--- src/rtl/clock_divider_multi.sv ---
// clock_divider_multi: CHANNELS independent, runtime-programmable clock dividers
// driven from one system clock. Each channel emits a one-cycle tick per period.
// With CLKDIV_DUTY_OUT_EN defined it also emits a near-50% duty square wave;
// otherwise clock_out is tied low. New divisors arrive through a valid/ready
// handshake and take effect only at period boundaries on running channels.
module clock_divider_multi #(
  parameter int               CHANNELS    = 4,
  parameter int               WIDTH       = 28,
  parameter logic [WIDTH-1:0] DEFAULT_DIV = 28'd50000000,
  localparam int              CW          = (CHANNELS > 1) ? $clog2(CHANNELS) : 1
) (
  input  logic                clock_in,
  input  logic                reset_n,
  input  logic [CHANNELS-1:0] enable,
  input  logic                sync_clear,
  input  logic                load_valid,
  input  logic [CW-1:0]       load_chan,
  input  logic [WIDTH-1:0]    load_div,
  output logic                load_ready,
  output logic [CHANNELS-1:0] tick_out,
  output logic [CHANNELS-1:0] clock_out
);

  // A divisor of zero would never wrap; treat it as one everywhere.
  localparam logic [WIDTH-1:0] RST_DIV = (DEFAULT_DIV == '0) ? WIDTH'(1) : DEFAULT_DIV;

  logic [CHANNELS-1:0] pend_vec;
  logic                accept;
  logic [WIDTH-1:0]    load_val;

  assign accept   = load_valid && load_ready;
  assign load_val = (load_div == '0) ? WIDTH'(1) : load_div;

  // Ready follows the pending flag of the addressed channel; unknown channels
  // always accept so a stray request cannot stall the writer.
  always_comb begin
    // NOTE: every combinational output gets a default first, so no path leaves it unassigned and no latch is inferred.
    load_ready = 1'b1;
    for (int i = 0; i < CHANNELS; i++) begin
      if (load_chan == CW'(i)) load_ready = !pend_vec[i];
    end
  end

  for (genvar i = 0; i < CHANNELS; i++) begin : g_ch
    logic [WIDTH-1:0] cnt;
    logic [WIDTH-1:0] div;
    logic [WIDTH-1:0] shd;
    logic             pend;
    logic             tick_q;
    logic             wrap;
    logic             hit;

    // ">=" rather than "==" lets a channel recover if an immediate load on a
    // stopped channel leaves cnt above the new div-1.
    assign wrap        = enable[i] && (cnt >= div - WIDTH'(1));
    assign hit         = accept && (load_chan == CW'(i));
    assign pend_vec[i] = pend;
    assign tick_out[i] = tick_q;

    // Counter, divisor shadowing and tick generation for this channel.
    always_ff @(posedge clock_in or negedge reset_n) begin
      if (!reset_n) begin
        // NOTE: shd is reset as well even though it is only read while pend is set; it is a plain register, not a RAM, so the reset is free.
        cnt    <= '0;
        div    <= RST_DIV;
        shd    <= RST_DIV;
        pend   <= 1'b0;
        tick_q <= 1'b0;
      end else if (sync_clear) begin
        cnt    <= '0;
        tick_q <= 1'b0;
        pend   <= 1'b0;
        if (hit)       div <= load_val;
        else if (pend) div <= shd;
      end else begin
        // NOTE: non-blocking assignments so every register sees pre-edge values of cnt/div/pend.
        tick_q <= wrap;
        if (wrap)           cnt <= '0;
        else if (enable[i]) cnt <= cnt + WIDTH'(1);

        if (hit) begin
          // A stopped or wrapping channel is at a safe boundary right now.
          if (!enable[i] || wrap) begin
            div <= load_val;
          end else begin
            shd  <= load_val;
            pend <= 1'b1;
          end
        end else if (wrap && pend) begin
          div  <= shd;
          pend <= 1'b0;
        end
      end
    end

`ifdef CLKDIV_DUTY_OUT_EN
    logic clk_q;
    assign clock_out[i] = clk_q;

    // Square wave: high for the first div/2 counts of each period, lagging cnt by one cycle.
    always_ff @(posedge clock_in or negedge reset_n) begin
      if (!reset_n)                      clk_q <= 1'b0;
      else if (!sync_clear && enable[i]) clk_q <= (cnt < (div >> 1));
    end
`else
    assign clock_out[i] = 1'b0;
`endif
  end : g_ch

endmodule

--- config.mk ---
export PLATFORM = sky130hd
export DESIGN_NAME = clock_divider_multi
export DESIGN_NICKNAME = d
export VERILOG_FILES = /design/src/rtl/clock_divider_multi.sv
export SDC_FILE = /design/constraint.sdc
export NUM_CORES = 1
export LEC_CHECK = 0
export ABC_AREA = 1
export CAP_MARGIN = 10
export CORE_MARGIN = 8
export CORE_UTILIZATION = 62
export CTS_CLUSTER_SIZE = 16
export DETAILED_ROUTE_END_ITERATION = 8
export HOLD_SLACK_MARGIN = 0.12
export PLACE_DENSITY = 0.8
export SLEW_MARGIN = 20
export SYNTH_ARGS = -nofsm -noshare
export SYNTH_HDL_FRONTEND = slang
export SYNTH_SLANG_ARGS = --single-unit
--- constraint.sdc ---
create_clock -name clock_in -period 6.3 [get_ports clock_in]
set_clock_uncertainty 0.15 [all_clocks]
set_input_delay 0.945 -clock clock_in [delete_from_list [all_inputs] [get_ports clock_in]]
set_output_delay 0.945 -clock clock_in [all_outputs]
set_load 0.01 [all_outputs]
==> metrics <==
status complete, no violations; number of cells on the worst reg-to-reg path 23; cell area after synthesis ~0.022 mm^2; Max Root-Sink Buffers 3; number of fillers in the final layout slightly below 3000; Worst-Skew Late Latency 550 ps; Num CTS Buffers 38; initial DRC count between 1500 and 2000; worst-margin pin slew ~1000 ps; hold slack roughly 240 ps; post-place setup slack between 1000 and 1500 ps; antenna violations before repair 0; routed wire length 54900 um; met3 GRT Util 0.0409; Overflow after GRT 0; number of synthesized flops with an enable pin 0; Final Hold Fails 0; top cell type's share of synthesized area 0.283; clock sinks around 340; Die Height 204 um; most frequent cells in the layout nand2_1 (880), inv_1 (294), nor2_1 (248), dfrtp_1 (248), o21ai_0 (240); via-per-instance ratio around 5.7; share of cells above drive strength 1 0.0704; Global Route met1 Usage 0.340; Leak 11.4 nW; crit-path max FO 39; Max Freq roughly 200 MHz; peak supply drop roughly 0.21 mV; chip width around 200 um; post-CTS sizing 0; DRC 0; Reg2Reg Launch Point g_ch[3].div[0]; Antenna Nets Post-Route 0; M2 GR Usage 0.430; clock slew at reported path FFs about 60 ps; H-tree Lvls 2; Setup CP Type reg2reg; final layout net count 3084; pwr/cell area around 300 mW/mm^2; r2r endpoint g_ch[3].div[18]; Core Area 0.0352 mm^2; largest net degree at the start of global routing between 100 and 150; Placer Congestion roughly 0.9; Port-buffer cells 42; # hold bufs at CTS 0; Max Cap Violations 0; First-pass DRT Iterations 8; setup violators final 0; CP Data Required Time 6590 ps; Hold Crit Class in2async; top_reg_cell synth dfrtp_1; Initial Util 0.623; unrepaired setup endpoints after global routing false; setup TNS 0 ps; Core Rows 69; post-CTS setup buffers 0; post-layout util 0.676; TritonCTS clock tree done; first-pass GRT wire length 91600 um; vias in the first global route between 15000 and 20000; wire per inst 16.1 um; Final Slew Violations 0; Rel. slew slack 0.327; Yosys warnings 0; vias 19500; multi-input combinational cell area around 0.011 mm^2; Tcrit/Tclk final 0.779; #FFs+latches synth about 340; Synth async-reset ratio 1.00; Synth cell types 47; sequential area share after synthesis 0.397; Avg Inst Size Synth 7.49 um^2; hpwl dp 39200 um; Antenna diodes 0; Setup crit start kind flip-flop; io pins 47; largest cells by area after synthesis dfrtp_1 (28%), nand2_1 (15%), dfstp_2 (11%); commonest non-fill, non-tap cell in the layout nand2_1; top cell type by total area after synthesis dfrtp_1; Register Area between 0.008 and 0.009 mm^2; die area 0.0417 mm^2; Post-Syn Instances slightly below 3000; Final min period about 5000 ps; GR Util All Layers 0.262; R2R Setup Slk roughly 1400 ps; CTS root buf clkbuf_16; Critical Path AT around 5200 ps; CP Capture Type flip-flop; area delta synth->final 8.51%; most crowded layer after global routing met2; worst setup margin about 1400 ps
state kept, by name, summed over array words and instances (netlist names):
signal / flops
g_ch.tick_q: 4
g_ch.cnt: 112
g_ch.div: 112
g_ch.pend: 4
g_ch.shd: 112
cells in the mapped netlist (all sizes together), types with 61 or more instances:
library cell and n:
nand2 887, inv 300, nor2 261, o21ai 251, dfrtp 248, nand3 179
ha 120, xor2 114, dfstp 96, buf 78, nand4 78, xnor2 62
a21oi 61
report_power, final:
part	switching [W]	total (W)	internal [W]
combinational	0.00114	0.00184	0.000703
clock	0.000937	0.00235	0.00141
sequential	0.000319	0.00299	0.00267
total	0.00239	0.00718	0.00479
kinds of logic (layout without fill, tap and decap cells):
family,after synthesis,count (layout),share of synthesized area
buffers and inverters,408,428,0.0799
other,1,4,0.000171
xor gates and xnor gates,176,176,0.0702
adders and majority gates,120,120,0.0684
DFF,344,344,0.397
AOI/OAI and AO/OA,396,396,0.0974
and+or+nand+nor,1488,1488,0.286
routing by layer:
layer | vias to the layer above | wire, um
li1 | 9506 | -
met1 | 9239 | 23300
met2 | 606 | 25800
met3 | 147 | 3520
met4 | 2 | 2170
met5 | - | 63
critical path, stage by stage, from the launching register on:
cell and delay [ps]:
dfrtp_1 370, inv_1 100, ha_1 190, nand2_1 100, nor2_1 190, nand2_1 150, nor2_2 250, nand4_1 250
nor3_1 240, xor2_1 160, inv_1 60, ha_1 260, nand2_1 70, nor2_1 130, nor3b_1 330, nor2b_1 170
nand2_1 120, nand4_1 100, buf_4 350, nand2_1 120, inv_2 400, nand2_4 310, nand2_1 140, nand2_1 60
worst max-delay path by stage:
stage                    from  depth (start not counted)              end
2_1_floorplan  g_ch[3].div[0]                         23  g_ch[3].div[24]
3_3_place_gp   g_ch[0].div[2]                         21   g_ch[0].div[1]
3_5_place_dp   g_ch[3].div[0]                         23  g_ch[3].div[11]
4_1_cts        g_ch[3].div[0]                         23  g_ch[3].div[11]
5_1_grt        g_ch[3].div[0]                         23   g_ch[3].div[9]
6_report       g_ch[3].div[0]                         23  g_ch[3].div[18]
per-stage QoR:
stage | total power [W] | cell area [um^2] | std cells
finish | 0.00718 | 23800 | 3417
CTS | 0.00720 | 23800 | 3416
detailed placement | 0.00484 | 22500 | 3346
global route | 0.00763 | 23800 | 3417
floorplan | 0.00434 | 22000 | 2936
global placement | 0.00473 | 22500 | 3346
cell type report:
type                            instances  area share
Clock buffer                           60      0.0494
Timing Repair Buffer                   58      0.0241
Inverter                              300      0.0473
Tap cell                              461      0.0242
Multi-Input combinational cell       2184       0.482
Sequential cell                       344       0.366
Clock inverter                         10     0.00620
Note: power is estimated with default switching activity, not from simulation.
